**config.mk**
```make
export PLATFORM = sky130hd
export DESIGN_NAME = ex_pipeline_regs
export DESIGN_NICKNAME = d
export VERILOG_FILES = /design/src/rtl/ex_pipeline_regs.sv
export SDC_FILE = /design/constraint.sdc
export NUM_CORES = 1
export LEC_CHECK = 0
export ABC_AREA = 1
export CAP_MARGIN = 10
export CELL_PAD_IN_SITES_DETAIL_PLACEMENT = 1
export CELL_PAD_IN_SITES_GLOBAL_PLACEMENT = 1
export CORE_AREA = 2 2 603 605
export CTS_BUF_LIST = sky130_fd_sc_hd__clkbuf_8
export DETAILED_ROUTE_END_ITERATION = 12
export DIE_AREA = 0 0 605 607
export HOLD_SLACK_MARGIN = 0.03
export PLACE_DENSITY_LB_ADDON = 0.1
export SLEW_MARGIN = 20
export SYNTH_ARGS = -nofsm -noshare
export SYNTH_HDL_FRONTEND = slang
export SYNTH_SLANG_ARGS = --single-unit
```
**constraint.sdc**
```tcl
create_clock -name clk -period 1.46 [get_ports clk]
set_clock_uncertainty 0.15 [all_clocks]
set_input_delay 0.292 -clock clk [delete_from_list [all_inputs] [get_ports clk]]
set_output_delay 0.292 -clock clk [all_outputs]
set_load 0.01 [all_outputs]
```
**src/rtl/ex_pipeline_regs.sv**
```systemverilog
// ex_pipeline_regs: ID/EX and EX/MEM pipeline registers for the 5-stage
// 64-bit ARM pipeline, plus the Z/N/C/V condition-flag register.
// Every output comes straight from a flop, so there is no combinational
// path from any input to any output.
module ex_pipeline_regs #(
   parameter int DATA_W = 64
) (
   input  logic              clk,
   input  logic              reset,
   input  logic [DATA_W-1:0] id_da,
   input  logic [DATA_W-1:0] id_db,
   input  logic [DATA_W-1:0] id_daddr9,
   input  logic [DATA_W-1:0] id_imm12,
   input  logic [DATA_W-1:0] id_wd_pc,
   input  logic [DATA_W-1:0] id_pc,
   input  logic [DATA_W-1:0] id_stur_db,
   input  logic [31:0]       id_instr,
   input  logic [4:0]        id_rd,
   input  logic [4:0]        id_rn,
   input  logic [4:0]        id_rm,
   input  logic [2:0]        id_aluop,
   input  logic [3:0]        id_xfer_size,
   input  logic [10:0]       id_ctrl,
   output logic [DATA_W-1:0] ex_da,
   output logic [DATA_W-1:0] ex_db,
   output logic [DATA_W-1:0] ex_daddr9,
   output logic [DATA_W-1:0] ex_imm12,
   output logic [DATA_W-1:0] ex_wd_pc,
   output logic [DATA_W-1:0] ex_pc,
   output logic [DATA_W-1:0] ex_stur_db,
   output logic [31:0]       ex_instr,
   output logic [4:0]        ex_rd,
   output logic [4:0]        ex_rn,
   output logic [4:0]        ex_rm,
   output logic [2:0]        ex_aluop,
   output logic [3:0]        ex_xfer_size,
   output logic [10:0]       ex_ctrl,
   input  logic [DATA_W-1:0] alu_result,
   input  logic              is_neg,
   input  logic              is_zero,
   input  logic              is_overflow,
   input  logic              is_carry_out,
   output logic [DATA_W-1:0] mem_alu_result,
   output logic [DATA_W-1:0] mem_db,
   output logic [DATA_W-1:0] mem_da,
   output logic [DATA_W-1:0] mem_pc,
   output logic [DATA_W-1:0] mem_wd_pc,
   output logic [DATA_W-1:0] mem_daddr9,
   output logic [DATA_W-1:0] mem_stur_db,
   output logic [4:0]        mem_rd,
   output logic [3:0]        mem_xfer_size,
   output logic [7:0]        mem_ctrl,
   output logic              zero,
   output logic              negative,
   output logic              carry_out,
   output logic              overflow
);

   // ID/EX state
   logic [DATA_W-1:0] ex_da_d, ex_db_d, ex_daddr9_d, ex_imm12_d;
   logic [DATA_W-1:0] ex_wd_pc_d, ex_pc_d, ex_stur_db_d;
   logic [DATA_W-1:0] ex_da_q, ex_db_q, ex_daddr9_q, ex_imm12_q;
   logic [DATA_W-1:0] ex_wd_pc_q, ex_pc_q, ex_stur_db_q;
   logic [31:0]       ex_instr_d, ex_instr_q;
   logic [4:0]        ex_rd_d, ex_rn_d, ex_rm_d, ex_rd_q, ex_rn_q, ex_rm_q;
   logic [2:0]        ex_aluop_d, ex_aluop_q;
   logic [3:0]        ex_xfer_size_d, ex_xfer_size_q;
   logic [10:0]       ex_ctrl_d, ex_ctrl_q;

   // EX/MEM state
   logic [DATA_W-1:0] mem_alu_result_d, mem_db_d, mem_da_d, mem_pc_d;
   logic [DATA_W-1:0] mem_wd_pc_d, mem_daddr9_d, mem_stur_db_d;
   logic [DATA_W-1:0] mem_alu_result_q, mem_db_q, mem_da_q, mem_pc_q;
   logic [DATA_W-1:0] mem_wd_pc_q, mem_daddr9_q, mem_stur_db_q;
   logic [4:0]        mem_rd_d, mem_rd_q;
   logic [3:0]        mem_xfer_size_d, mem_xfer_size_q;
   logic [7:0]        mem_ctrl_d, mem_ctrl_q;

   // Flag register, packed as {zero, negative, carry_out, overflow}
   logic [3:0]        flags_d, flags_q;

   // Next-state for ID/EX: a straight copy of the Decode fields
   always_comb begin
      ex_da_d        = id_da;
      ex_db_d        = id_db;
      ex_daddr9_d    = id_daddr9;
      ex_imm12_d     = id_imm12;
      ex_wd_pc_d     = id_wd_pc;
      ex_pc_d        = id_pc;
      ex_stur_db_d   = id_stur_db;
      ex_instr_d     = id_instr;
      ex_rd_d        = id_rd;
      ex_rn_d        = id_rn;
      ex_rm_d        = id_rm;
      ex_aluop_d     = id_aluop;
      ex_xfer_size_d = id_xfer_size;
      ex_ctrl_d      = id_ctrl;
   end

   // Next-state for EX/MEM: fed from the ID/EX flops and the ALU, with the
   // Memory/Writeback control bits repacked into the narrower mem_ctrl map
   always_comb begin
      mem_alu_result_d = alu_result;
      mem_db_d         = ex_db_q;
      mem_da_d         = ex_da_q;
      mem_pc_d         = ex_pc_q;
      mem_wd_pc_d      = ex_wd_pc_q;
      mem_daddr9_d     = ex_daddr9_q;
      mem_stur_db_d    = ex_stur_db_q;
      mem_rd_d         = ex_rd_q;
      mem_xfer_size_d  = ex_xfer_size_q;
      mem_ctrl_d       = {is_overflow, is_neg, ex_ctrl_q[10], ex_ctrl_q[6],
                          ex_ctrl_q[5], ex_ctrl_q[2], ex_ctrl_q[4], ex_ctrl_q[3]};
   end

   // Flags load the current EX status only when the EX instruction sets flags
   always_comb begin
      flags_d = flags_q;
      if (ex_ctrl_q[7]) begin
         flags_d = {is_zero, is_neg, is_carry_out, is_overflow};
      end
   end

   // All pipeline and flag flops; the active-low reset clears them at once
   always_ff @(posedge clk or negedge reset) begin
      if (!reset) begin
         ex_da_q          <= '0;
         ex_db_q          <= '0;
         ex_daddr9_q      <= '0;
         ex_imm12_q       <= '0;
         ex_wd_pc_q       <= '0;
         ex_pc_q          <= '0;
         ex_stur_db_q     <= '0;
         ex_instr_q       <= '0;
         ex_rd_q          <= '0;
         ex_rn_q          <= '0;
         ex_rm_q          <= '0;
         ex_aluop_q       <= '0;
         ex_xfer_size_q   <= '0;
         ex_ctrl_q        <= '0;
         mem_alu_result_q <= '0;
         mem_db_q         <= '0;
         mem_da_q         <= '0;
         mem_pc_q         <= '0;
         mem_wd_pc_q      <= '0;
         mem_daddr9_q     <= '0;
         mem_stur_db_q    <= '0;
         mem_rd_q         <= '0;
         mem_xfer_size_q  <= '0;
         mem_ctrl_q       <= '0;
         flags_q          <= '0;
      end else begin
         ex_da_q          <= ex_da_d;
         ex_db_q          <= ex_db_d;
         ex_daddr9_q      <= ex_daddr9_d;
         ex_imm12_q       <= ex_imm12_d;
         ex_wd_pc_q       <= ex_wd_pc_d;
         ex_pc_q          <= ex_pc_d;
         ex_stur_db_q     <= ex_stur_db_d;
         ex_instr_q       <= ex_instr_d;
         ex_rd_q          <= ex_rd_d;
         ex_rn_q          <= ex_rn_d;
         ex_rm_q          <= ex_rm_d;
         ex_aluop_q       <= ex_aluop_d;
         ex_xfer_size_q   <= ex_xfer_size_d;
         ex_ctrl_q        <= ex_ctrl_d;
         mem_alu_result_q <= mem_alu_result_d;
         mem_db_q         <= mem_db_d;
         mem_da_q         <= mem_da_d;
         mem_pc_q         <= mem_pc_d;
         mem_wd_pc_q      <= mem_wd_pc_d;
         mem_daddr9_q     <= mem_daddr9_d;
         mem_stur_db_q    <= mem_stur_db_d;
         mem_rd_q         <= mem_rd_d;
         mem_xfer_size_q  <= mem_xfer_size_d;
         mem_ctrl_q       <= mem_ctrl_d;
         flags_q          <= flags_d;
      end
   end

   assign ex_da          = ex_da_q;
   assign ex_db          = ex_db_q;
   assign ex_daddr9      = ex_daddr9_q;
   assign ex_imm12       = ex_imm12_q;
   assign ex_wd_pc       = ex_wd_pc_q;
   assign ex_pc          = ex_pc_q;
   assign ex_stur_db     = ex_stur_db_q;
   assign ex_instr       = ex_instr_q;
   assign ex_rd          = ex_rd_q;
   assign ex_rn          = ex_rn_q;
   assign ex_rm          = ex_rm_q;
   assign ex_aluop       = ex_aluop_q;
   assign ex_xfer_size   = ex_xfer_size_q;
   assign ex_ctrl        = ex_ctrl_q;
   assign mem_alu_result = mem_alu_result_q;
   assign mem_db         = mem_db_q;
   assign mem_da         = mem_da_q;
   assign mem_pc         = mem_pc_q;
   assign mem_wd_pc      = mem_wd_pc_q;
   assign mem_daddr9     = mem_daddr9_q;
   assign mem_stur_db    = mem_stur_db_q;
   assign mem_rd         = mem_rd_q;
   assign mem_xfer_size  = mem_xfer_size_q;
   assign mem_ctrl       = mem_ctrl_q;
   assign zero           = flags_q[3];
   assign negative       = flags_q[2];
   assign carry_out      = flags_q[1];
   assign overflow       = flags_q[0];

endmodule

```
==> results.md <==
- Status: complete, but fails checks
- Failing checks: setup timing
- RSZ-0062 raised after global routing: yes
- Total track usage: approximately 11%
- Clock transition at path regs: 60 ps
- Clk sink count: slightly below 1000
- Via density: approximately 2.4
- Critical Path End Type: output pin
- Final wirelength: 210.4 mm
- CTS tree: yes
- CTS Buffer Depth: 4
- Initial DRT Pass Iterations: 4
- Mapped Area: roughly 25000 um^2
- Drt first-iter violations: 551
- Fin crit share: 143.6%
- Row cnt: 221
- Fill cells: 40590
- Clock Power Share: 44.1%
- Port-buffer cells: 1564
- Hold Crit Class: register to register
- Die W: 605 um
- Fin crit period: 2096 ps
- Register bit total from synthesis: 982
- H-tree Lvls: 4
- Root buffer cell: clkbuf_8
- Synth area leaders: dfrtp_1 (100%), nand2_1 (0.18%), inv_2 (0.015%)
- Initial antenna violation count: 49
- Sequential share of power: 40.8%
- Vias in the first global route: about 26000
- Syn_area_per_cell: 24.75 um^2
- CP cell instances: buf_6
- Crit path arrival time: 1650 ps
- Maximum VDD drop: 0.6059 mV
- Global-route wire length before repair: about 270 mm
- Number of max-cap violations: 0
- Synth-to-Final Area Change: 166.9%
- Area share of the largest cell type after synthesis: 99.80%
- DR DRC count: 0
- Placer Congestion: 0.7640
- Non-Filler Instances: ~9300
- Critical path data required time: 1020 ps
- CP delay by family, top: flip-flops
- Initial Utilization: 6.823%
- Largest net degree at the start of global routing: 60
- Synthesized Nets: 1578
- Vias after detailed routing: between 20000 and 25000
- Core area: between 300000 and 400000 um^2
- Pins over their slew limit: 0
- Pwr dens: 1103 nW/um^2
- Gate power share: between 10% and 20%
- Max Fclk: 477.1 MHz
- Die ar.: 367200 um^2
- Cells after Synth: roughly 1000
- Share of cells above drive strength 1: between 40% and 50%
- Seq/Total Area, Yosys: 99.80%
- Leakage power: 28.94 nW
- Buffer and inverter count on the worst path: 1
- YS warnings: 0
- Final nets: 4889
- Final setup fails: 1002
- Cell taking the most area after synthesis: dfrtp_1
- Worst Path Max Fanout: 2
- Fin. Hold Viols: 0
- Dpl hpwl: 171.2 mm
- Routed WL per cell: 22.66 um
- Final core utilization: 18.21%
- Net switching fraction of the power: between 20% and 30%
- Chip height: 607 um
- Final setup margin: -636.1 ps
- GRT overflow: 0
- Slew HR: 69.39%
- WS Path Type: register to output pin
- Worst path slowest cell: dfrtp_2
- Cell variety after synth: 3
- Slew @ Worst Pin: 459.1 ps
- Int Pwr: 0.05276 W
- Critical path's largest stage delay: 510 ps
- Total power draw: 0.07248 W
- Post-route ant nets: 0
- Crit start category: register
- Cts bufs inserted: 220
- Skew-Pair Late Insertion Delay: 980 ps
- I/O pins: around 1600
- P_sw: 0.01972 W
- Placed Cells: roughly 7600
## final cells by class
cell class                 instances  area (um^2)  share of cell area (%)
antenna                           22        55.05                 0.08378
clock buffer                     273         3757                   5.718
clock inverter                   109        636.9                  0.9691
inverter                           1        3.754                0.005712
multi-input combinational         12        45.04                 0.06854
sequential                       982        24650                   37.51
tap                             4794         5998                   9.128
timing repair buffer            3089        30570                   46.51
## synthesized netlist by cell type (all sizes together)
cell and count:
dfrtp 982, inv 1, nand2 12
## stage by stage
| stage | setup TNS [ps] | area, um^2 | hold slack (ps) | setup WS (ps) |
|---|---|---|---|---|
| finish | -447920 | 65710 | 208.9 | -636.1 |
| global route | -607220 | 65670 | 88.15 | -776.7 |
| CTS | -684100 | 64790 | 30.06 | -874.7 |
| detailed placement | -4407 | 49070 | 51.28 | -331.8 |
| global placement | -4779 | 49070 | 56.45 | -332.6 |
| floorplan | 0 | 24620 | -153.6 | 585.1 |
## routing by layer
layer  up-vias  track usage, %  routed length, um
met5         -               0                 54
met4         8           2.670               4831
met3       287           3.714              16100
met2       974           20.76             113300
met1     11580           11.74              76100
li1       9855               -                  -
## what timing repair did
item | CTS | global route
endpoints found under the hold margin | 1565 | 0
setup endpoints to repair | 982 | 1008
buffers inserted | 211 | 103
gates resized for setup | 4320 | 354
hold buffers | 952 | 0
## cells in the final DEF, fill, tap and decap left out
cell               n
buf_4            545
buf_8              1
inv_6              3
buf_12            95
clkinvlp_4         2
clkbuf_2          89
clkinv_8           3
inv_8              2
clkinv_2          17
buf_16             1
diode_2           22
dfrtp_2           62
buf_6            738
inv_2              1
dlygate4sd3_1    951
dfrtp_1          920
clkbuf_8         273
buf_2             88
nand2_1           12
bufinv_16          5
inv_1             77
clkdlybuf4s50_1  581
## final timing paths
kind / slack (ps) / start / depth (start not counted) / to
min in group asynchronous: 300 / reset / 4 / mem_db[16]
worst min-delay path: 210 / ex_pc[14] / 0 / mem_pc[14]
max in group asynchronous: -50 / reset / 6 / ex_db[44]
worst max register to register: 320 / ex_stur_db[5] / 3 / mem_stur_db[5]
worst max-delay path: -640 / ex_wd_pc[48] / 1 / ex_wd_pc[48]
worst min register to register: 210 / ex_pc[14] / 0 / mem_pc[14]
## power groups by stage
stage	logic (W)	clock network (W)	registers (W)
global placement	0.00848	0	0.0300
global route	0.0117	0.0351	0.0297
floorplan	0.00000978	0	0.0303
CTS	0.0111	0.0341	0.0296
detailed placement	0.00839	0	0.0300
finish	0.0109	0.0320	0.0296
## logic make-up (layout without fill, tap and decap cells)
family,count (synthesis),after routing,share of synthesized area [%]
DFF,982,982,99.80
and+or+nand+nor,12,12,0.1829
buffers and inverters,1,3472,0.01523
other,0,22,0
No activity file was read; power rests on OpenSTA's default activity.
